===== config.mk =====
export PLATFORM = sky130hd
export DESIGN_NAME = debug_frame_builder
export DESIGN_NICKNAME = d
export VERILOG_FILES = /design/src/rtl/debug_frame_builder.sv
export SDC_FILE = /design/constraint.sdc
export NUM_CORES = 1
export LEC_CHECK = 0
export BUFFER_PORTS_ARGS = -buffer_cell sky130_fd_sc_hd__buf_4
export CORE_MARGIN = 8
export CORE_UTILIZATION = 30
export DETAILED_ROUTE_END_ITERATION = 16
export GPL_TIMING_DRIVEN = 0
export PLACE_DENSITY = 0.44
export SLEW_MARGIN = 20
export SYNTH_ARGS = -nofsm -noshare
export SYNTH_HDL_FRONTEND = slang
export SYNTH_SLANG_ARGS = --single-unit

===== constraint.sdc =====
create_clock -name clk -period 2.91 [get_ports clk]
set_input_delay 0 -clock clk [delete_from_list [all_inputs] [get_ports clk]]
set_output_delay 0 -clock clk [all_outputs]
set_load 0.03 [all_outputs]

===== src/rtl/debug_frame_builder.sv =====
// debug_frame_builder: queues debugger trigger events in a FIFO and frames them as byte packets.
// Optional macro DBG_TIMESTAMP_EN adds a 16-bit cycle timestamp to each entry and frame.
module debug_frame_builder #(
    parameter int          ADDR_W = 3,
    parameter logic [7:0]  MAGIC  = 8'hA5
) (
    input  logic       clk,
    input  logic       reset_n,
    input  logic       trigger,
    input  logic [7:0] data,
    output logic [7:0] tx_data,
    output logic       tx_valid,
    input  logic       tx_ready,
    output logic       tx_last,
    output logic       busy,
    output logic       drop
);
    localparam int DEPTH = 1 << ADDR_W;
`ifdef DBG_TIMESTAMP_EN
    localparam int EW = 32;
    localparam logic [2:0] LAST = 3'd6;
`else
    localparam int EW = 16;
    localparam logic [2:0] LAST = 3'd4;
`endif
    typedef enum logic {IDLE, SEND} state_t;
    state_t state, state_nxt;
    logic [EW-1:0] mem [DEPTH];
    logic [ADDR_W-1:0] wr_ptr, rd_ptr;
    logic [ADDR_W:0] count;
    logic [7:0] seq, drop_cnt, frame_drops;
    logic [EW-1:0] frame, entry;
    logic [2:0] idx;
    logic drop_q, full, push, dropped, pop, hs, done;
    logic [7:0] f_seq, f_data, chk, byte_sel;
    assign full    = count == (ADDR_W+1)'(DEPTH);
    assign push    = trigger && !full;
    assign dropped = trigger && full;
    assign pop     = state == IDLE && count != '0;
    assign hs      = state == SEND && tx_ready;
    assign done    = hs && idx == LAST;
    assign f_seq   = frame[EW-1 -: 8];
    assign f_data  = frame[7:0];
`ifdef DBG_TIMESTAMP_EN
    logic [15:0] ts;
    always_ff @(posedge clk or negedge reset_n)
        if (!reset_n) ts <= '0;
        else ts <= ts + 16'd1;
    assign entry = {seq, ts, data};
    assign chk = MAGIC ^ f_seq ^ frame[23:16] ^ frame[15:8] ^ f_data ^ frame_drops;
    assign byte_sel = idx == 3'd0 ? MAGIC :
                      idx == 3'd1 ? f_seq :
                      idx == 3'd2 ? frame[23:16] :
                      idx == 3'd3 ? frame[15:8] :
                      idx == 3'd4 ? f_data :
                      idx == 3'd5 ? frame_drops : chk;
`else
    assign entry = {seq, data};
    assign chk = MAGIC ^ f_seq ^ f_data ^ frame_drops;
    assign byte_sel = idx == 3'd0 ? MAGIC :
                      idx == 3'd1 ? f_seq :
                      idx == 3'd2 ? f_data :
                      idx == 3'd3 ? frame_drops : chk;
`endif
    always_ff @(posedge clk)
        if (push) mem[wr_ptr] <= entry;
    always_ff @(posedge clk or negedge reset_n) begin
        if (!reset_n) begin
            wr_ptr <= '0;
            rd_ptr <= '0;
            count  <= '0;
            seq    <= '0;
        end else begin
            if (push) wr_ptr <= wr_ptr + 1'b1;
            if (pop) rd_ptr <= rd_ptr + 1'b1;
            count <= count + (ADDR_W+1)'(push) - (ADDR_W+1)'(pop);
            if (push) seq <= seq + 8'd1;
        end
    end
    // A drop coinciding with the snapshot is the first drop of the next window.
    always_ff @(posedge clk or negedge reset_n) begin
        if (!reset_n) begin
            drop_cnt <= '0;
            drop_q   <= 1'b0;
        end else begin
            drop_q <= dropped;
            if (pop) drop_cnt <= {7'd0, dropped};
            else if (dropped && drop_cnt != 8'hFF) drop_cnt <= drop_cnt + 8'd1;
        end
    end
    always_ff @(posedge clk or negedge reset_n) begin
        if (!reset_n) begin
            frame       <= '0;
            frame_drops <= '0;
            idx         <= '0;
        end else if (pop) begin
            frame       <= mem[rd_ptr];
            frame_drops <= drop_cnt;
            idx         <= '0;
        end else if (hs) begin
            idx <= idx + 3'd1;
        end
    end
    always_ff @(posedge clk or negedge reset_n)
        if (!reset_n) state <= IDLE;
        else state <= state_nxt;
    always_comb
        state_nxt = state == IDLE ? (count != '0 ? SEND : IDLE) : (done ? IDLE : SEND);
    always_comb begin
        tx_valid = state == SEND;
        tx_data  = tx_valid ? byte_sel : 8'h00;
        tx_last  = tx_valid && idx == LAST;
        busy     = tx_valid || count != '0;
        drop     = drop_q;
    end
endmodule

==> run metrics <==
status complete, no violations; Critical R2R Launch count[2]$_DFF_PN0_; Die Width approximately 180 µm; via/cell ratio 4.85; post-synthesis register bit count between 150 and 200; Finish-stage setup viols 0; crit path capture type register; WP data required 3.05 ns; CP max FO 9; GPL Wtd Cong 0.774; cell area after synthesis 7880 µm²; startpoint types register; 1st-iter DRT viols 341; # rows 59; Max Cap Violations 0; Global Route Usage Sum 0.117; r2r endpoint mem[7][15]$_DFFE_PP_; Post-synth top flop edfxtp_1; Slew Limit Fails 0; Layout Nets 607; # IOs 24; cells on worst reg2reg path 6; layout cell share with drive strength beyond 1 0.228; Worst Hold Class input port to asynchronous set/reset pin; Post-synth EDFFs 128; worst slew pin tran 0.872 ns; Max stage delay on crit path 0.64 ns; Post-Route WL 17.7 mm; routed via count 4505; area share of the largest cell type after synthesis 0.488; Setup CP Type register to register; Mapped Nets 542; clk_skew 0.0231 ns; largest cells by area after synthesis edfxtp_1, dfrtp_1, mux4_2; Layout Cells excl Fill just over 900; mean post-synth cell area 15.3 µm²; Num Clock Sinks 183; clk_lat worst skew roughly 0.44 ns; minimum clock period 2.67 ns; Fin. Hold Viols 0; P_leak about 3.4 nW; Synth area leader edfxtp_1; DR WL/cell 19.1 µm; drt drc 0; Final Cycle Share 0.918; Crit-path slowest cell nor2_2; crit path DAT 2.81 ns; remaining global-route overflow 0; drt pass-1 iters 4; power per cell area 1060 nW/µm²; starting density of the core 0.304; port bufs 23; Post-DRT Antenna Nets 0; hpwl dp 12.5 mm; Peak VDD IR 0.000528 V; Warnings, synthesis 0; number of global-route vias before repair 4641; Post-Route Utilization 0.360; Root Buffer clkbuf_16; cells after synthesis 515; Async S/R FF share, synth 0.301; Max Clk Rate about 370 MHz; RSZ-0062 raised after global routing false; Slew Limit Headroom 0.410; number of antenna violations at the first check in global routing 0; crit path cell chain inv_1 > ha_1 > a21boi_1 > nand2_1 > nor2_2 > buf_8; CTS tree done; clock slew at reported path FFs 0.08 ns; largest net degree at the start of global routing 56; placed insts approximately 890; Distinct cells, synth 50; Bufs on Longest Clock Path 2; Core ar. about 26000 µm²; H-tree Lvls 4; Num CTS Buffers 17; area delta synth->final 18.5%; ANT cells 0; Die Y-Extent approximately 180 µm; R2R setup slack 0.24 ns; first-pass GRT wire length 27.6 mm; die area around 32000 µm²; register area share after synthesis 0.662
worst max path at each step:
stage | end | cells past startpoint | slack, ns | startpoint
3_3_place_gp | mem[4][5]$_DFFE_PP_ | 5 | -1.33 | count[2]$_DFF_PN0_
3_5_place_dp | mem[4][5]$_DFFE_PP_ | 7 | 0.1 | count[2]$_DFF_PN0_
2_1_floorplan | mem[4][0]$_DFFE_PP_ | 5 | 0.26 | count[2]$_DFF_PN0_
4_1_cts | mem[4][6]$_DFFE_PP_ | 7 | 0.09 | count[2]$_DFF_PN0_
6_report | mem[7][15]$_DFFE_PP_ | 6 | 0.24 | count[2]$_DFF_PN0_
5_1_grt | tx_data[7] | 8 | 0.06 | idx[2]$_DFFE_PN0P_
metrics by stage:
step	hold slack, ns	power [mW]	setup TNS (ns)	setup WS (ns)	instance area [µm²]
floorplan	-0.296	6.41	0	0.262	7890
global placement	0.103	7.52	-99.26	-1.33	8480
detailed placement	0.117	7.69	0	0.0982	8630
CTS	0.199	10.0	0	0.0945	9330
global route	0.215	10.5	0	0.0560	9340
finish	0.155	9.87	0	0.237	9340
worst max-delay path, delay by kind of cell (launching register included):
family	cells	cell delay, ns
compound gates	1	0.54
fa+ha+maj	1	0.25
simple gates	2	0.96
buf+inv	2	0.30
flops	1	0.32
cell families after synthesis:
logic type                 Yosys count  synth area share
adders and majority gates           15            0.0248
and+or+nand+nor                    109            0.0708
buffers and inverters               45            0.0281
xor gates and xnor gates            16            0.0178
muxes                               57             0.124
DFF                                183             0.662
AOI/OAI and AO/OA                   90            0.0722
flip-flops by register name (all words and copies together), names as in the netlist, 4 cells and up:
register / count
count: 4
drop_cnt: 8
frame: 16
frame_drops: 8
mem: 128
seq: 8
layout by cell type, fill, tap and decap left out, types with 7 or more instances in the layout:
master and instances:
a21oi_1 37, buf_2 12, buf_4 31, buf_6 7
clkbuf_16 17, dfrtp_1 55, dlygate4sd3_1 11, edfxtp_1 128
ha_1 14, inv_1 22, mux2i_1 19, mux4_2 32
nand2_1 32, nor2_1 22, nor2b_1 15, o21ai_0 19
xnor2_1 10
cell type report:
type	count	area [µm²]
Sequential cell	183	5220
Multi-Input combinational cell	287	2490
Clock buffer	17	425
Buffer	22	135
Fill cell	2477	16600
Clock inverter	15	168
Inverter	23	86.3
Timing Repair Buffer	46	395
Tap cell	335	419
cell usage after synthesis (2+ instances only):
| library cell | count |
|---|---|
| edfxtp_1 | 128 |
| dfrtp_1 | 55 |
| a21oi_1 | 37 |
| mux4_2 | 32 |
| nand2_1 | 32 |
| nor2_1 | 25 |
| inv_1 | 22 |
| mux2i_1 | 19 |
| o21ai_0 | 19 |
| nor2b_1 | 15 |
| ha_1 | 14 |
| buf_2 | 12 |
| nor3_1 | 10 |
| xnor2_1 | 10 |
| mux2_2 | 6 |
| xor2_1 | 6 |
| buf_6 | 5 |
| clkbuf_1 | 5 |
| o211ai_1 | 5 |
| or3_1 | 5 |
| a211o_1 | 4 |
| nand2b_1 | 4 |
| nand3_1 | 4 |
| o22ai_1 | 4 |
| a221oi_1 | 3 |
| a41oi_1 | 3 |
| and3_1 | 3 |
| nand4_1 | 3 |
| o32ai_1 | 3 |
| nor4_1 | 2 |
timing repair:
action                                  in CTS  in global routing
hold buffers                                11                  0
resized for setup                            0                  1
endpoints found under the setup margin       0                  5
setup buffers                                0                  0
endpoints found under the hold margin      124                  0
routing by layer:
| layer | up-vias | GRT usage | wire length [µm] |
|---|---|---|---|
| li1 | 2103 | - | - |
| met1 | 2333 | 0.148 | 8040 |
| met2 | 61 | 0.197 | 8970 |
| met3 | 8 | 0.0275 | 568 |
| met4 | 0 | 0.0323 | 159 |
| met5 | - | 0 | 0 |
power breakdown:
part           internal, mW  leakage, nW  switching, mW
Sequential             3.52         1.84          0.564
Combinational          1.54         1.24           1.96
Clock                  1.17        0.289           1.12
Total                  6.22         3.37           3.65
(Power assumes the default switching activity.)
